==> config.mk <==
export PLATFORM = sky130hd
export DESIGN_NAME = regfile_write_arbiter_flat
export DESIGN_NICKNAME = d
export VERILOG_FILES = /design/src/rtl/regfile_write_arbiter_if.sv /design/src/rtl/regfile_write_arbiter.sv /design/src/flat_wrapper.sv
export SDC_FILE = /design/constraint.sdc
export NUM_CORES = 1
export LEC_CHECK = 0
export CORE_MARGIN = 1
export CORE_UTILIZATION = 45
export CTS_CLUSTER_SIZE = 24
export DETAILED_ROUTE_END_ITERATION = 7
export GPL_ROUTABILITY_DRIVEN = 0
export PLACE_DENSITY = 0.82
export SYNTH_ARGS = -nofsm -noshare
export SYNTH_HDL_FRONTEND = slang
export SYNTH_SLANG_ARGS = --single-unit
==> constraint.sdc <==
create_clock -name clk -period 6.3 [get_ports clk]
set_input_delay 1.575 -clock clk [delete_from_list [all_inputs] [get_ports clk]]
set_output_delay 1.575 -clock clk [all_outputs]
set_load 0.01 [all_outputs]
==> src/rtl/regfile_write_arbiter_if.sv <==
// Writeback requester bus and regfile write port shared by the arbiter and its clients.
interface regfile_write_arbiter_if #(
  parameter int DATA_W = 16,
  parameter int ADDR_W = 4,
  parameter int NREGS  = 16
);
  logic              a_valid;
  logic              a_ready;
  logic [ADDR_W-1:0] a_reg;
  logic [DATA_W-1:0] a_data;
  logic              b_valid;
  logic              b_ready;
  logic [ADDR_W-1:0] b_reg;
  logic [DATA_W-1:0] b_data;
  logic              write;
  logic [ADDR_W-1:0] writeReg;
  logic [DATA_W-1:0] writeData;
  logic [NREGS-1:0]  pending;

  modport master (
    output a_valid, a_reg, a_data, b_valid, b_reg, b_data,
    input  a_ready, b_ready, write, writeReg, writeData, pending
  );

  modport slave (
    input  a_valid, a_reg, a_data, b_valid, b_reg, b_data,
    output a_ready, b_ready, write, writeReg, writeData, pending
  );
endinterface

==> src/rtl/regfile_write_arbiter.sv <==
// Two-requester regfile write arbiter: A (ALU) has priority, B (load) is protected
// by a bounded win counter, same-register writes commit in acceptance order.
module regfile_write_arbiter #(
  parameter int DATA_W  = 16,
  parameter int ADDR_W  = 4,
  parameter int NREGS   = 16,
  parameter int MAX_WIN = 3
) (
  input  logic                    clk,
  input  logic                    rst,
  regfile_write_arbiter_if.slave  bus
);

  localparam int CNT_W = (MAX_WIN < 1) ? 1 : $clog2(MAX_WIN + 1);
  localparam logic [CNT_W-1:0] WIN_MAX = CNT_W'(MAX_WIN);

  typedef struct packed {
    logic [ADDR_W-1:0] rg;
    logic [DATA_W-1:0] dat;
  } entry_t;

  entry_t            a_q, a_d, b_q, b_d, a_in, b_in;
  logic              a_full_q, a_full_d, b_full_q, b_full_d;
  logic              b_older_q, b_older_d;
  logic [CNT_W-1:0]  win_cnt_q, win_cnt_d;
  logic              write_q, write_d;
  logic [ADDR_W-1:0] wreg_q, wreg_d;
  logic [DATA_W-1:0] wdata_q, wdata_d;

  logic grant_a, grant_b, a_rdy, b_rdy, a_acc, b_acc;

  assign a_in = '{rg: bus.a_reg, dat: bus.a_data};
  assign b_in = '{rg: bus.b_reg, dat: bus.b_data};

  // Arbitration over the registered slots only.
  always_comb begin
    grant_a = 1'b0;
    grant_b = 1'b0;
    if (a_full_q && b_full_q) begin
      if (a_q.rg == b_q.rg) begin
        grant_b = b_older_q;
        grant_a = !b_older_q;
      end else begin
        grant_b = (win_cnt_q == WIN_MAX);
        grant_a = (win_cnt_q != WIN_MAX);
      end
    end else if (a_full_q) begin
      grant_a = 1'b1;
    end else if (b_full_q) begin
      grant_b = 1'b1;
    end
  end

  assign a_rdy = !rst && (!a_full_q || grant_a);
  assign b_rdy = !rst && (!b_full_q || grant_b);
  assign a_acc = bus.a_valid && a_rdy;
  assign b_acc = bus.b_valid && b_rdy;

  always_comb begin
    a_full_d  = a_acc || (a_full_q && !grant_a);
    b_full_d  = b_acc || (b_full_q && !grant_b);
    a_d       = a_acc ? a_in : a_q;
    b_d       = b_acc ? b_in : b_q;

    // b_older means B's held entry predates A's; a same-edge pair counts A as older.
    b_older_d = 1'b0;
    if (a_full_d && b_full_d) begin
      if (b_acc)      b_older_d = 1'b0;
      else if (a_acc) b_older_d = 1'b1;
      else            b_older_d = b_older_q;
    end

    win_cnt_d = win_cnt_q;
    if (grant_b || !b_full_q)
      win_cnt_d = '0;
    else if (grant_a && (win_cnt_q != WIN_MAX))
      win_cnt_d = win_cnt_q + 1'b1;

    write_d = grant_a || grant_b;
    wreg_d  = wreg_q;
    wdata_d = wdata_q;
    if (grant_b) begin
      wreg_d  = b_q.rg;
      wdata_d = b_q.dat;
    end else if (grant_a) begin
      wreg_d  = a_q.rg;
      wdata_d = a_q.dat;
    end
  end

  always_ff @(posedge clk) begin
    if (rst) begin
      a_q       <= '0;
      b_q       <= '0;
      a_full_q  <= 1'b0;
      b_full_q  <= 1'b0;
      b_older_q <= 1'b0;
      win_cnt_q <= '0;
      write_q   <= 1'b0;
      wreg_q    <= '0;
      wdata_q   <= '0;
    end else begin
      a_q       <= a_d;
      b_q       <= b_d;
      a_full_q  <= a_full_d;
      b_full_q  <= b_full_d;
      b_older_q <= b_older_d;
      win_cnt_q <= win_cnt_d;
      write_q   <= write_d;
      wreg_q    <= wreg_d;
      wdata_q   <= wdata_d;
    end
  end

  assign bus.a_ready   = a_rdy;
  assign bus.b_ready   = b_rdy;
  assign bus.write     = write_q;
  assign bus.writeReg  = wreg_q;
  assign bus.writeData = wdata_q;

  // A register stays pending from slot capture until its write has been presented.
  for (genvar r = 0; r < NREGS; r++) begin : g_pend
    assign bus.pending[r] = (a_full_q && (a_q.rg == ADDR_W'(r))) ||
                            (b_full_q && (b_q.rg == ADDR_W'(r))) ||
                            (write_q  && (wreg_q == ADDR_W'(r)));
  end

endmodule

==> src/flat_wrapper.sv <==
// flat-port wrapper written by rule: the top's interface ports become plain ports
module regfile_write_arbiter_flat 
#(
  parameter int DATA_W  = 16,
  parameter int ADDR_W  = 4,
  parameter int NREGS   = 16,
  parameter int MAX_WIN = 3
)
  (clk, rst, bus_a_valid, bus_a_reg, bus_a_data, bus_b_valid, bus_b_reg, bus_b_data, bus_a_ready, bus_b_ready, bus_write, bus_writeReg, bus_writeData, bus_pending);
  regfile_write_arbiter_if #(.DATA_W(DATA_W), .ADDR_W(ADDR_W), .NREGS(NREGS)) bus_i ();
  input  logic clk;
  input  logic rst;
  input wire logic [$bits(bus_i.a_valid)-1:0] bus_a_valid;
  input wire logic [$bits(bus_i.a_reg)-1:0] bus_a_reg;
  input wire logic [$bits(bus_i.a_data)-1:0] bus_a_data;
  input wire logic [$bits(bus_i.b_valid)-1:0] bus_b_valid;
  input wire logic [$bits(bus_i.b_reg)-1:0] bus_b_reg;
  input wire logic [$bits(bus_i.b_data)-1:0] bus_b_data;
  output wire logic [$bits(bus_i.a_ready)-1:0] bus_a_ready;
  output wire logic [$bits(bus_i.b_ready)-1:0] bus_b_ready;
  output wire logic [$bits(bus_i.write)-1:0] bus_write;
  output wire logic [$bits(bus_i.writeReg)-1:0] bus_writeReg;
  output wire logic [$bits(bus_i.writeData)-1:0] bus_writeData;
  output wire logic [$bits(bus_i.pending)-1:0] bus_pending;
  assign bus_i.a_valid = bus_a_valid;
  assign bus_i.a_reg = bus_a_reg;
  assign bus_i.a_data = bus_a_data;
  assign bus_i.b_valid = bus_b_valid;
  assign bus_i.b_reg = bus_b_reg;
  assign bus_i.b_data = bus_b_data;
  assign bus_a_ready = bus_i.a_ready;
  assign bus_b_ready = bus_i.b_ready;
  assign bus_write = bus_i.write;
  assign bus_writeReg = bus_i.writeReg;
  assign bus_writeData = bus_i.writeData;
  assign bus_pending = bus_i.pending;
  regfile_write_arbiter #(.DATA_W(DATA_W), .ADDR_W(ADDR_W), .NREGS(NREGS), .MAX_WIN(MAX_WIN)) u_core (.clk(clk), .rst(rst), .bus(bus_i));
endmodule
==> results.yml <==
clock_network:
  cts_buffers: 9
  ctsHoldBuffers: 0
  root_buffer: "clkbuf_8"
  clock_latency_ps: 340
  postCtsSetupRepairBufs: 0
  cts_buffer_depth: 2
  cts_tree: "built"
  ctsResizeCount: 0
  clkTransAtPathRegs_ps: 70
  numClockSinks: 66
  h-tree-depth: 3
global_route:
  antenna_found_initial: 0
  grt_max_degree: 45
  grt_pass1_wl_mm: 14.8
  track_usage: 0.221
  grt_overflow: 0
  grt_pass1_vias: 3148
power_and_ir_drop:
  p_per_area_nw_per_um2: 211
  p_leak_nw: 1.84
  cell_internal_pwr_mw: 0.700
  switching_share: 0.281
  max-vdd-ir-drop_v: 0.000132
  comb_power_share: 0.185
  power.total_mw: 0.974
  p_seq_frac: 0.495
  clkPwrFrac: 0.321
  net-switching-power_mw: 0.274
logic_synthesis:
  ys_warn_count: 0
  yosys_register_bits: 66
  synth_edf_count: 0
  synth_area_per_cell_um2: 8.85
  synth_top_area_share: 0.368
  synth_common_cells: "66 x dfxtp_1, 62 x nor2_1, 40 x mux2i_1"
  ys.flop_type: "dfxtp_1"
  synth.top_cells.by_area: "dfxtp_1 37%, mux2i_1 11%, mux2_4 8.4%"
  ys_seq_area_frac: 0.368
  synth_cells: 406
  yosysMostFrequentCell: "dfxtp_1"
  synth_area_um2: 3590
  synth_async_sr_flop_share: 0
  syn_nets: 451
  synth_cell_types: 39
  yosysTopAreaCell: "dfxtp_1"
final_layout:
  post-route-util: 0.596
  n_antenna_cell: 0
  layout.cells.non_filler: 580
  syn2layout_area_growth_pct: 28.2
  drive_gt1_frac: 0.0983
  nets: 518
  n_fill_cell: 680
die:
  initial_core_util: 0.465
  io_pins: 83
  rows: 32
  die_h_um: 91.3
  core_um2: 7730
  die_w_um: 91.3
  dieArea_um2: 8340
worst_hold_path:
  hold_class: "reg -> reg"
  hold_depth: 2
outcome:
  outcome: "complete, no violations"
detailed_routing:
  num_vias: 3258
  wl_per_cell_um: 15.3
  wirelength_mm: 8.87
  viasPerCell: 5.62
  drcViolationCount: 0
  drt_iter0_drc: 194
  drtPass1Iterations: 5
  ant_nets: 0
timing:
  worstMarginPinSlew_ps: 970
  final.setup.tns_ps: 0
  slew_headroom: 0.350
  fin_skew_ps: 11.4
  rsz0062_at_grt: "no"
  hold_viol: 0
  setup_violations: 0
  finalMaxSlewViolations: 0
  finalCriticalPeriod_ps: 4190
  fmax_mhz: 239
  finalCritPeriodShare: 0.664
setup_path:
  crit_fanout: 26
  start_kind: "input port"
  worstPathArrival_ps: 2610
  ff2ff_path_depth: 7
  path_class: "in -> out"
  endpoint_kind: "output pin"
  critPathRequiredTime_ps: 4720
  r2r_slack_ps: 3260
placement:
  dp_cells: 564
  dp.final_hpwl_mm: 5.98
  portBuffers: 82
job:
  drv_cap: 0
==> flip-flops by register name, indices dropped and copies added (netlist names) <==
signal / flops
u_core.b_full_q: 1
u_core.bus.writeReg: 4
u_core.bus.write: 1
u_core.b_q: 20
u_core.bus.writeData: 16
u_core.a_full_q: 1
u_core.a_q: 20
u_core.win_cnt_q: 2
u_core.b_older_q: 1
==> path summary, 6_finish.rpt <==
| check | startpoint | endpoint |
|---|---|---|
| max reg2reg | u_core.b_q[19] | u_core.b_q[10] |
| max | rst | bus_b_ready |
| min reg2reg | u_core.a_q[13] | u_core.bus.writeData[13] |
| min | u_core.a_q[13] | u_core.bus.writeData[13] |
==> metrics by stage <==
step / worst slack (ps) / instance area, um2 / hold slack [ps]
3_3_place_gp: 2110 / 4430 / 457
2_1_floorplan: 2480 / 3590 / 450
4_1_cts: 2110 / 4610 / 487
6_report: 2110 / 4610 / 481
3_5_place_dp: 2110 / 4430 / 476
5_1_grt: 2060 / 4610 / 507
==> final cells by class <==
cell class | instances | area [um2] | share of cell area
sequential | 66 | 1320 | 0.287
clock buffer | 11 | 141 | 0.0307
timing repair buffer | 87 | 853 | 0.185
multi-input combinational | 287 | 2050 | 0.445
tap | 102 | 128 | 0.0277
clock inverter | 5 | 30.0 | 0.00652
inverter | 22 | 82.6 | 0.0179
==> layout by cell type, fill, tap and decap left out, types with 3 or more instances in the layout <==
master,netlist,layout
nor2_1,62,62
dfxtp_1,66,65
buf_4,3,5
nand3_1,20,20
nand2b_1,3,3
clkinv_2,0,3
clkdlybuf4s50_1,0,81
mux2i_1,40,40
nand2_1,23,23
a311oi_1,18,18
a22oi_1,11,11
a211o_1,17,17
nor2b_1,25,25
clkbuf_8,0,10
o21ai_0,5,5
nor3_1,20,20
mux2_4,20,20
inv_1,21,21
==> routing by layer <==
layer / share of wire / GRT usage / vias to the layer above
met5: 0 / 0 / -
met4: 0.018 / 0.0886 / 0
met3: 0.059 / 0.0444 / 15
met2: 0.48 / 0.362 / 134
met1: 0.45 / 0.284 / 1548
li1: - / - / 1561
==> power groups by stage <==
stage               clock, mW  combinational, mW  sequential (mW)
global route            0.341              0.195            0.485
global placement            0              0.175            0.488
CTS                     0.319              0.180            0.480
detailed placement          0              0.179            0.489
floorplan                   0              0.116            0.476
finish                  0.312              0.180            0.481
==> kinds of logic (layout without fill, tap and decap cells) <==
family / after synthesis / in the layout / share of synthesized area
AO/OA/AOI/OAI: 60 / 60 / 0.137
XOR/XNOR: 5 / 5 / 0.0164
adder cells (fa/ha/maj): 1 / 1 / 0.00348
buffers and inverters: 53 / 125 / 0.0651
flip-flops: 66 / 66 / 0.368
multiplexers: 61 / 61 / 0.201
AND/OR/NAND/NOR: 160 / 160 / 0.209
==> critical path: stages <==
cell and delay, ps:
buf_2 250, a31oi_1 210, clkdlybuf4s50_1 560
Note: power is estimated with default switching activity, not from simulation.
